<file path="src/rtl/placar_hex.sv">
// Score and lives keeper: 4-digit BCD score, lives with a post-hit invulnerability window,
// sticky game-over flag and registered seven-segment drive for HEX5..HEX0.
module placar_hex #(
    parameter logic [7:0]  PONTOS_ACERTO  = 8'h10,
    parameter logic [3:0]  VIDAS_INICIAIS = 4'd3,
    parameter int unsigned INVULN_CICLOS  = 25000000
) (
    input  logic        CLOCK_50,
    input  logic        reset,
    input  logic        pausa,
    input  logic        acerto_inimigo,
    input  logic        dano_nave,
    output logic [15:0] pontos,
    output logic [3:0]  vidas,
    output logic        invulneravel,
    output logic        perdeu,
    output logic [6:0]  HEX0,
    output logic [6:0]  HEX1,
    output logic [6:0]  HEX2,
    output logic [6:0]  HEX3,
    output logic [6:0]  HEX4,
    output logic [6:0]  HEX5
);

    typedef enum logic [1:0] {
        StJogando = 2'd0,
        StInvuln  = 2'd1,
        StFim     = 2'd2
    } estado_t;

    localparam logic [15:0] Incremento = {8'h00, PONTOS_ACERTO};
    localparam logic [31:0] CntCarga   = 32'(INVULN_CICLOS - 1);
    localparam logic [6:0]  SegApagado = 7'h7F;
    localparam logic [6:0]  SegTraco   = 7'h3F;

    estado_t     estado_q, estado_d;
    logic [15:0] pontos_q, pontos_d, pontos_soma;
    logic [3:0]  vidas_q, vidas_d;
    logic [31:0] cnt_q, cnt_d;
    logic        acerto_q, dano_q;
    logic        ev_acerto, ev_dano;

    function automatic logic [6:0] seg7(input logic [3:0] d);
        logic [6:0] s;
        case (d)
            4'd0:    s = 7'h40;
            4'd1:    s = 7'h79;
            4'd2:    s = 7'h24;
            4'd3:    s = 7'h30;
            4'd4:    s = 7'h19;
            4'd5:    s = 7'h12;
            4'd6:    s = 7'h02;
            4'd7:    s = 7'h78;
            4'd8:    s = 7'h00;
            4'd9:    s = 7'h10;
            default: s = SegApagado;
        endcase
        return s;
    endfunction

    // Edge-detect registers reset high so a line held across reset release is not an event.
    assign ev_acerto = acerto_inimigo & ~acerto_q;
    assign ev_dano   = dano_nave & ~dano_q;

    // Per-digit decimal add; a carry out of the thousands digit saturates the score.
    always_comb begin
        logic [4:0] soma;
        logic       carry;
        carry       = 1'b0;
        pontos_soma = '0;
        for (int i = 0; i < 4; i++) begin
            soma = {1'b0, pontos_q[4*i +: 4]} + {1'b0, Incremento[4*i +: 4]} + {4'd0, carry};
            if (soma > 5'd9) begin
                soma  = soma - 5'd10;
                carry = 1'b1;
            end else begin
                carry = 1'b0;
            end
            pontos_soma[4*i +: 4] = soma[3:0];
        end
        if (carry) begin
            pontos_soma = 16'h9999;
        end
    end

    always_comb begin
        estado_d = estado_q;
        pontos_d = pontos_q;
        vidas_d  = vidas_q;
        cnt_d    = cnt_q;
        case (estado_q)
            StJogando: begin
                if (ev_acerto && !pausa) begin
                    pontos_d = pontos_soma;
                end
                if (ev_dano && !pausa) begin
                    vidas_d = vidas_q - 4'd1;
                    if (vidas_q == 4'd1) begin
                        estado_d = StFim;
                    end else begin
                        estado_d = StInvuln;
                        cnt_d    = CntCarga;
                    end
                end
            end
            StInvuln: begin
                if (ev_acerto && !pausa) begin
                    pontos_d = pontos_soma;
                end
                if (!pausa) begin
                    if (cnt_q == 32'd0) begin
                        estado_d = StJogando;
                    end else begin
                        cnt_d = cnt_q - 32'd1;
                    end
                end
            end
            StFim: begin
            end
            default: estado_d = StJogando;
        endcase
    end

    always_ff @(posedge CLOCK_50 or posedge reset) begin
        if (reset) begin
            estado_q <= StJogando;
            pontos_q <= '0;
            vidas_q  <= VIDAS_INICIAIS;
            cnt_q    <= '0;
            acerto_q <= 1'b1;
            dano_q   <= 1'b1;
        end else begin
            estado_q <= estado_d;
            pontos_q <= pontos_d;
            vidas_q  <= vidas_d;
            cnt_q    <= cnt_d;
            acerto_q <= acerto_inimigo;
            dano_q   <= dano_nave;
        end
    end

    // Display registers trail the registered score/lives by one cycle.
    always_ff @(posedge CLOCK_50 or posedge reset) begin
        if (reset) begin
            HEX0 <= seg7(4'd0);
            HEX1 <= seg7(4'd0);
            HEX2 <= seg7(4'd0);
            HEX3 <= seg7(4'd0);
            HEX4 <= SegApagado;
            HEX5 <= seg7(VIDAS_INICIAIS);
        end else begin
            HEX0 <= seg7(pontos_q[3:0]);
            HEX1 <= seg7(pontos_q[7:4]);
            HEX2 <= seg7(pontos_q[11:8]);
            HEX3 <= seg7(pontos_q[15:12]);
            HEX4 <= (estado_q == StInvuln) ? SegTraco : SegApagado;
            HEX5 <= seg7(vidas_q);
        end
    end

    assign pontos       = pontos_q;
    assign vidas        = vidas_q;
    assign invulneravel = (estado_q == StInvuln);
    assign perdeu       = (estado_q == StFim);

endmodule

</file>
<file path="config.mk">
export PLATFORM = sky130hd
export DESIGN_NAME = placar_hex
export DESIGN_NICKNAME = d
export VERILOG_FILES = /design/src/rtl/placar_hex.sv
export SDC_FILE = /design/constraint.sdc
export NUM_CORES = 1
export LEC_CHECK = 0
export CAP_MARGIN = 10
export CORE_MARGIN = 4
export CORE_UTILIZATION = 52
export CTS_BUF_LIST = sky130_fd_sc_hd__clkbuf_8
export CTS_CLUSTER_DIAMETER = 50
export DETAILED_ROUTE_END_ITERATION = 12
export GPL_ROUTABILITY_DRIVEN = 0
export PLACE_DENSITY = 0.79
export REMOVE_ABC_BUFFERS = 1
export SYNTH_ARGS = -nofsm -noshare
export SYNTH_HDL_FRONTEND = slang
export SYNTH_SLANG_ARGS = --single-unit
</file>
<file path="constraint.sdc">
create_clock -name CLOCK_50 -period 4.5 [get_ports CLOCK_50]
set_input_delay 0.9 -clock CLOCK_50 [delete_from_list [all_inputs] [get_ports CLOCK_50]]
set_output_delay 0.9 -clock CLOCK_50 [all_outputs]
set_load 0.005 [all_outputs]
</file>
* Word level (Yosys, flattened, before mapping)
Memory sizes are Yosys's and may differ from the RTL's. A register that Yosys moved wholly into a read port is not among the register bits. Index checks and enable logic that the tools add are counted.
Word-level totals: bits in registers 63, bits in read-only memories 560, input bits 5, output and inout bits 64, logic and storage cells 73, memories kept 5
Cells by class: add/sub/neg operators 10, magnitude comparators 4, equal/unequal tests 8, mux-type cells 20, bitwise operators 5, reduce and logical (&&, ||, !) cells 13
Memories:
- (name not given) | words 16, width 7, read ports 1, clocked after Yosys merged registers in 1, write ports 0, RTL line 45 | case (d)
- (name not given) | words 16, width 7, read ports 1, clocked after Yosys merged registers in 1, write ports 0, RTL line 45
- (name not given) | words 16, width 7, read ports 1, clocked after Yosys merged registers in 1, write ports 0, RTL line 45
- (name not given) | words 16, width 7, read ports 1, clocked after Yosys merged registers in 1, write ports 0, RTL line 45
- (name not given) | words 16, width 7, read ports 1, clocked after Yosys merged registers in 1, write ports 0, RTL line 45
Operators with widths (number):
- $mux W32 | 4
- $pmux W32 S2 | 1
- $logic_not A32 Y1 | 1
- $sub A32 B1 Y32 const B | 1
- $mux W16 | 1
- $mux W4 | 4
- $sub A4 B4 Y4 const B | 4
- $gt A5 B4 Y1 const B | 3
- $add A4 B1 Y5 | 2
- $mux W2 | 4
- $ne A2 B2 Y1 const B | 4
- $mux W7 | 1
- $pmux W2 S3 | 1
- $add A4 B1 Y5 const B | 1
- $add A5 B1 Y5 | 1
- $reduce_and A5 Y1 | 1
- $eq A4 B1 Y1 const B | 1
- $gt A4 B4 Y1 const B | 1
- $mux W1 | 4
- $reduce_and A2 Y1 | 2
- $reduce_and A4 Y1 | 1
- $reduce_bool A2 Y1 | 2
- $sub A4 B1 Y4 const B | 1
- $not A1 Y1 | 3
- 9 further kinds | 11

* Depth between registers and ports, before layout
depth after elaboration 13, mapped depth 27, gate-level depth less buffers 25

* Worst setup path before layout
OpenSTA, ideal clock, no wires.
path type register -> register, start register pontos_q[1], in the netlist pontos[1], end register pontos_q[10], in the netlist pontos[10], library setup time 121 ps, arrival time 4478 ps, data required time 4379 ps, path slack -99 ps, stages on the path, launching flop included 28, buffers on the path 2, clock period less this slack 4599 ps, path through dfrtp_1 > inv_1 > ha_1 > nor2_1 > o21a_1 > inv_1 > ha_1 > inv_1 > ha_1 > nand2b_1 > a21oi_1 > a221o_1 > inv_1 > ha_1 > ha_1 > clkbuf_1 > nor2b_1 > nor2_1 > nor2_1 > nor2_1 > ha_1 > ha_1 > nand2b_1 > a21oi_1 > a21oi_1 > clkbuf_1 > o31ai_1 > a22o_1
On the way: longest elaborated chain between the ends 12, elaborated cells on any way between the ends 14, classes of those cells 4 x add/sub; 4 x order compare; 6 x mux
Ends and longest elaborated chain:
- start, declared | RTL line 37 | logic [15:0] pontos_q, pontos_d, pontos_soma;
- start signal, assigned | RTL line 134 | pontos_q <= pontos_d;
- $gt A4 B4 Y1 (*) | RTL line 73 | if (soma > 5'd9) begin
- $mux W1 (*) | RTL line 73
- $add A5 B1 Y5 (*) | RTL line 72 | soma = {1'b0, pontos_q[4*i +: 4]} + {1'b0, Incremento[4*i +: 4]} + {4'd0, carry};
- $gt A5 B4 Y1 (*) | RTL line 73
- $mux W1 (*) | RTL line 73
- $add A4 B1 Y5 (*) | RTL line 72
- $gt A5 B4 Y1 | RTL line 73
- $mux W1 | RTL line 73
- $add A4 B1 Y5 | RTL line 72
- $gt A5 B4 Y1 | RTL line 73
- $mux W1 | RTL line 73
- $mux W16 (*) | RTL line 81 | if (carry) begin
Mark *: on every way between the ends. The rest lies on a longest branch, timed or not. A chain may end at the register's enable or synchronous reset.

* Final worst setup path
start register pontos_q[0], in the netlist pontos[0], end register pontos_q[2], in the netlist pontos[2]
On the way: longest elaborated chain between the ends 13, elaborated cells on any way between the ends 16, classes of those cells 4 x add/sub; 4 x order compare; 6 x mux; 2 x reduce/logical
Ends and longest elaborated chain (RTL line):
- $gt A4 B4 Y1 | 73
- $mux W1 | 73
- $add A5 B1 Y5 | 72
- $gt A5 B4 Y1 | 73
- $mux W1 | 73
- $add A4 B1 Y5 | 72
- $gt A5 B4 Y1 | 73
- $mux W1 | 73
- $add A4 B1 Y5 | 72
- $gt A5 B4 Y1 | 73
- $mux W1 | 73
- $reduce_bool A2 Y1 (no source line)
- $reduce_and A3 Y1 (no source line)
Several ways; a longest one is shown, not always the timed one. The select of a mux whose other input is x is not followed.

==> results.toml <==
[sta]
hold_violations = 0
worst_clock_skew_ps = 8.558
final_period_minus_worst_setup_slack_ps = 4268
slew_headroom_pct = 41.46
setup_ws_ps = 231.7
clock.fmax_mhz = 234.3
max_slew.worst_pin.slew_ps = 872.8
slew_violations = 0
fin_crit_sh_pct = 94.85
setup_repair_after_global_routing_missed_its_margin = "false"
setup_viol_count_final = 0

[synthesis]
ys_top_cells_by_area = "dfrtp_1 39%, ha_1 8.3%, dfstp_2 5.6%"
syn_area_um2 = 5145
yosys_register_bits = 92
synth_cell_type_count = 59
synth.avg_cell_area_um2 = 9.321
yosysWarningCount = 0
post_synth_most_frequent_cells = "81 x dfrtp_1, 48 x a21oi_1, 46 x nor2_1, 44 x nand2_1, 42 x o21ai_0"
synth_edf_count = 0
most_frequent_cell_after_synthesis = "dfrtp_1"
synth_area_leader_cell = "dfrtp_1"
synth.yosys.seq_area_share_pct = 45.01
post_synth_top_area_share_pct = 39.40
number_of_instances_in_the_synthesized_netlist = 552
postSynth.topFlopCell = "dfrtp_1"
postSynth.asyncResetShare_pct = 100.0

[worst_setup_path]
r2r-end = "pontos[2]$_DFFE_PP0P_"
rr_worst_depth = 25
timing.critical_path.slowest_stage_cell = "dfrtp_1"
reg2reg_from = "pontos[0]$_DFFE_PP0P_"
timing.critical_path.fanout_max = 5
timing.critical_path.from_type = "register"
timing.critical_path.buf_inv = 5
worst_path_largest_cell_delay_ps = 400
cp_capture_type = "register"
critical_path_required_ps = 4790
critPathTopFamily = "adder cells"
critPathArrivalTime_ps = 4550
r2r_setup_slack_ps = 230
path_depth = 25
timing_worst_setup_path_type = "reg -> reg"

[place]
io_buffer_count = 62
dpl_worst_slack_ps = -218.6
detailed_place_hpwl_mm = 8.247
dpl-instance-area_um2 = 5989

[global_routing]
grt_first_pass_wirelength_mm = 19.55
initial_antenna_violation_count = 0
grt.total_usage_pct = 20.82
grt_start_max_net_pins = 50
first_global_vias = 4272
globalRoute.totalOverflow = 0

[hold_path]
whs_path_depth = 1
timing.hold.worst.class = "reg -> reg"
min-delay-start = "estado_q[0]$_DFFE_PP0P_"
hold_end = "estado_q[1]$_DFFE_PP0P_"

[power]
leakagePower_nw = 2.826
part_of_the_total_power_dissipated_in_sequential_elements_pct = 51.8
power.combinational.fraction_pct = 8.7
internal-power_mw = 1.300
swShare_pct = 22.67
power_density_nw_per_um2 = 265.1
vdd_ir_drop_max_mv = 0.1944
finalPower_mw = 1.680
clockPowerShare_pct = 39.6
power.switching_uw = 380.9

[routing]
post_drt_via_cell_ratio = 5.698
num_vias = 4353
drt-initial-drc-count = 188
drc = 0
ant_nets = 0
route.detailed.wl_per_inst_um = 15.36
totalWireLength_mm = 11.73
drt_pass1_iterations = 5

[cells_and_area]
nNetsFinal = 666
multi_input_comb_area_um2 = 2686
fillcell_total = 762
num_antenna_cells = 0
post-route-cell-area_um2 = 6340
area_growth_synth_to_finish_pct = 23.22
final-seq-area_um2 = 2316
layout-drive-gt1-share_pct = 13.95

[die]
core_area_um2 = 9684
die-area_um2 = 11550
die_x_um = 107.5
effective_utilization_at_floorplan_pct = 53.13
ios = 69
die-height_um = 107.5
core.rowCount = 36

[clock_network]
cts-buffers-inserted = 9
clockBufferDepth = 2
cts.htree.levels = 3
tritoncts_num_sinks = 92
cts_tree = "yes"
cts_root_buffer = "clkbuf_8"
path_clk_slew_ps = 90
insertion_delay_ps = 360
holdBufCountCts = 0

[run]
drv_cap = 0

[status]
status = "finished clean"
final cells by class:
class | count | share of cell area [%]
multi-input cells | 406 | 42.37
clock inverters | 5 | 1.579
repair buffers | 89 | 12.99
clock buffers | 10 | 2.171
inverters | 29 | 1.737
flip-flops and latches | 92 | 36.53
well taps | 133 | 2.625
how the worst max path moves through the flow:
stage | startpoint | to
floorplan | pontos[1]$_DFFE_PP0P_ | pontos[10]$_DFFE_PP0P_
global placement | pontos[0]$_DFFE_PP0P_ | pontos[10]$_DFFE_PP0P_
detailed placement | pontos[1]$_DFFE_PP0P_ | pontos[10]$_DFFE_PP0P_
CTS | pontos[1]$_DFFE_PP0P_ | pontos[1]$_DFFE_PP0P_
global route | pontos[0]$_DFFE_PP0P_ | pontos[1]$_DFFE_PP0P_
finish | pontos[0]$_DFFE_PP0P_ | pontos[2]$_DFFE_PP0P_
sequential cells by signal, summed over array words and instances, names as in the netlist:
| signal | cells |
|---|---|
| dano_q | 1 |
| HEX4 | 1 |
| vidas | 4 |
| HEX3 | 7 |
| estado_q | 2 |
| HEX2 | 7 |
| HEX1 | 7 |
| pontos | 16 |
| acerto_q | 1 |
| HEX5 | 7 |
| cnt_q | 32 |
| HEX0 | 7 |
power by group through the flow:
stage | clock (mW) | combinational (mW) | sequential [mW]
2_1_floorplan | 0 | 0.0720 | 0.883
3_3_place_gp | 0 | 0.137 | 0.884
3_5_place_dp | 0 | 0.141 | 0.885
4_1_cts | 0.678 | 0.143 | 0.869
5_1_grt | 0.711 | 0.163 | 0.873
6_report | 0.665 | 0.145 | 0.870
metrics by stage:
stage | setup TNS (ps) | hold slack [ps] | cells | util (%)
2_1_floorplan | -152.6 | 462.4 | 526 | -
3_3_place_gp | 0 | 491.5 | 746 | 61.85
3_5_place_dp | -1156 | 490.6 | 746 | 61.85
4_1_cts | 0 | 501.5 | 761 | 64.46
5_1_grt | 0 | 534.8 | 764 | 65.47
6_report | 0 | 498.5 | 764 | 65.47
logic make-up (layout without fill, tap and decap cells):
kind of cell / count (synthesis) / after routing / share of synthesized area (%)
AND/OR/NAND/NOR: 206 / 206 / 21.69
AO/OA/AOI/OAI: 141 / 142 / 16.71
flip-flops: 92 / 92 / 45.01
buffers and inverters: 60 / 133 / 5.034
adder cells (fa/ha/maj): 34 / 34 / 8.269
XOR/XNOR: 12 / 12 / 2.043
multiplexers: 6 / 6 / 1.167
other: 1 / 6 / 0.07289
cell usage in the layout (no fill, tap or decap), types with 4 or more instances in the layout:
master           instances
inv_1                   26
or4_1                   11
nand2_1                 44
a31oi_1                  9
nor3_1                  10
dfstp_2                 11
nand3_1                 14
mux2i_1                  6
buf_4                   27
clkbuf_8                10
dfrtp_1                 81
and3_1                   5
nand4_1                  6
nor4_1                   9
a21oi_1                 44
or4_4                    4
o31ai_1                 11
or2_2                    6
a211oi_1                 4
nor2_1                  46
o21a_1                   4
o21ai_0                 41
clkdlybuf4s50_1         62
xnor2_1                  9
nor2b_1                  5
or3_1                   16
conb_1                   6
nand2b_1                10
ha_1                    27
ha_2                     5
layer usage:
layer	track usage, %	wire length [um]
met1	25.96	5026
met3	3.719	432
met4	7.304	164
met2	36.28	6108
met5	0	0
worst register-to-register path: stages (launching register included):
cell      delay (ps)
dfrtp_1          400
inv_1             80
ha_1             160
nor2_1            60
o21a_1           190
inv_1             70
ha_2             180
inv_1             50
ha_2             350
nand2b_1         120
a21oi_2           60
a221o_1          290
inv_1             70
ha_2             200
ha_4             210
nor2b_1          150
nor2_1            70
nor2_1            90
nor2_1            60
ha_2             190
buf_4            140
and3_1           230
a21oi_4          210
a21oi_4           70
or3_4            380
o22ai_1          120
repair_timing:
action	4_1_cts	5_1_grt
gates cloned	0	1
setup endpoints to repair	13	13
buffers inserted	0	2
pin swaps	0	6
resized for setup	4	15
endpoints found under the hold margin	0	0
No activity file was read; power rests on OpenSTA's default activity.
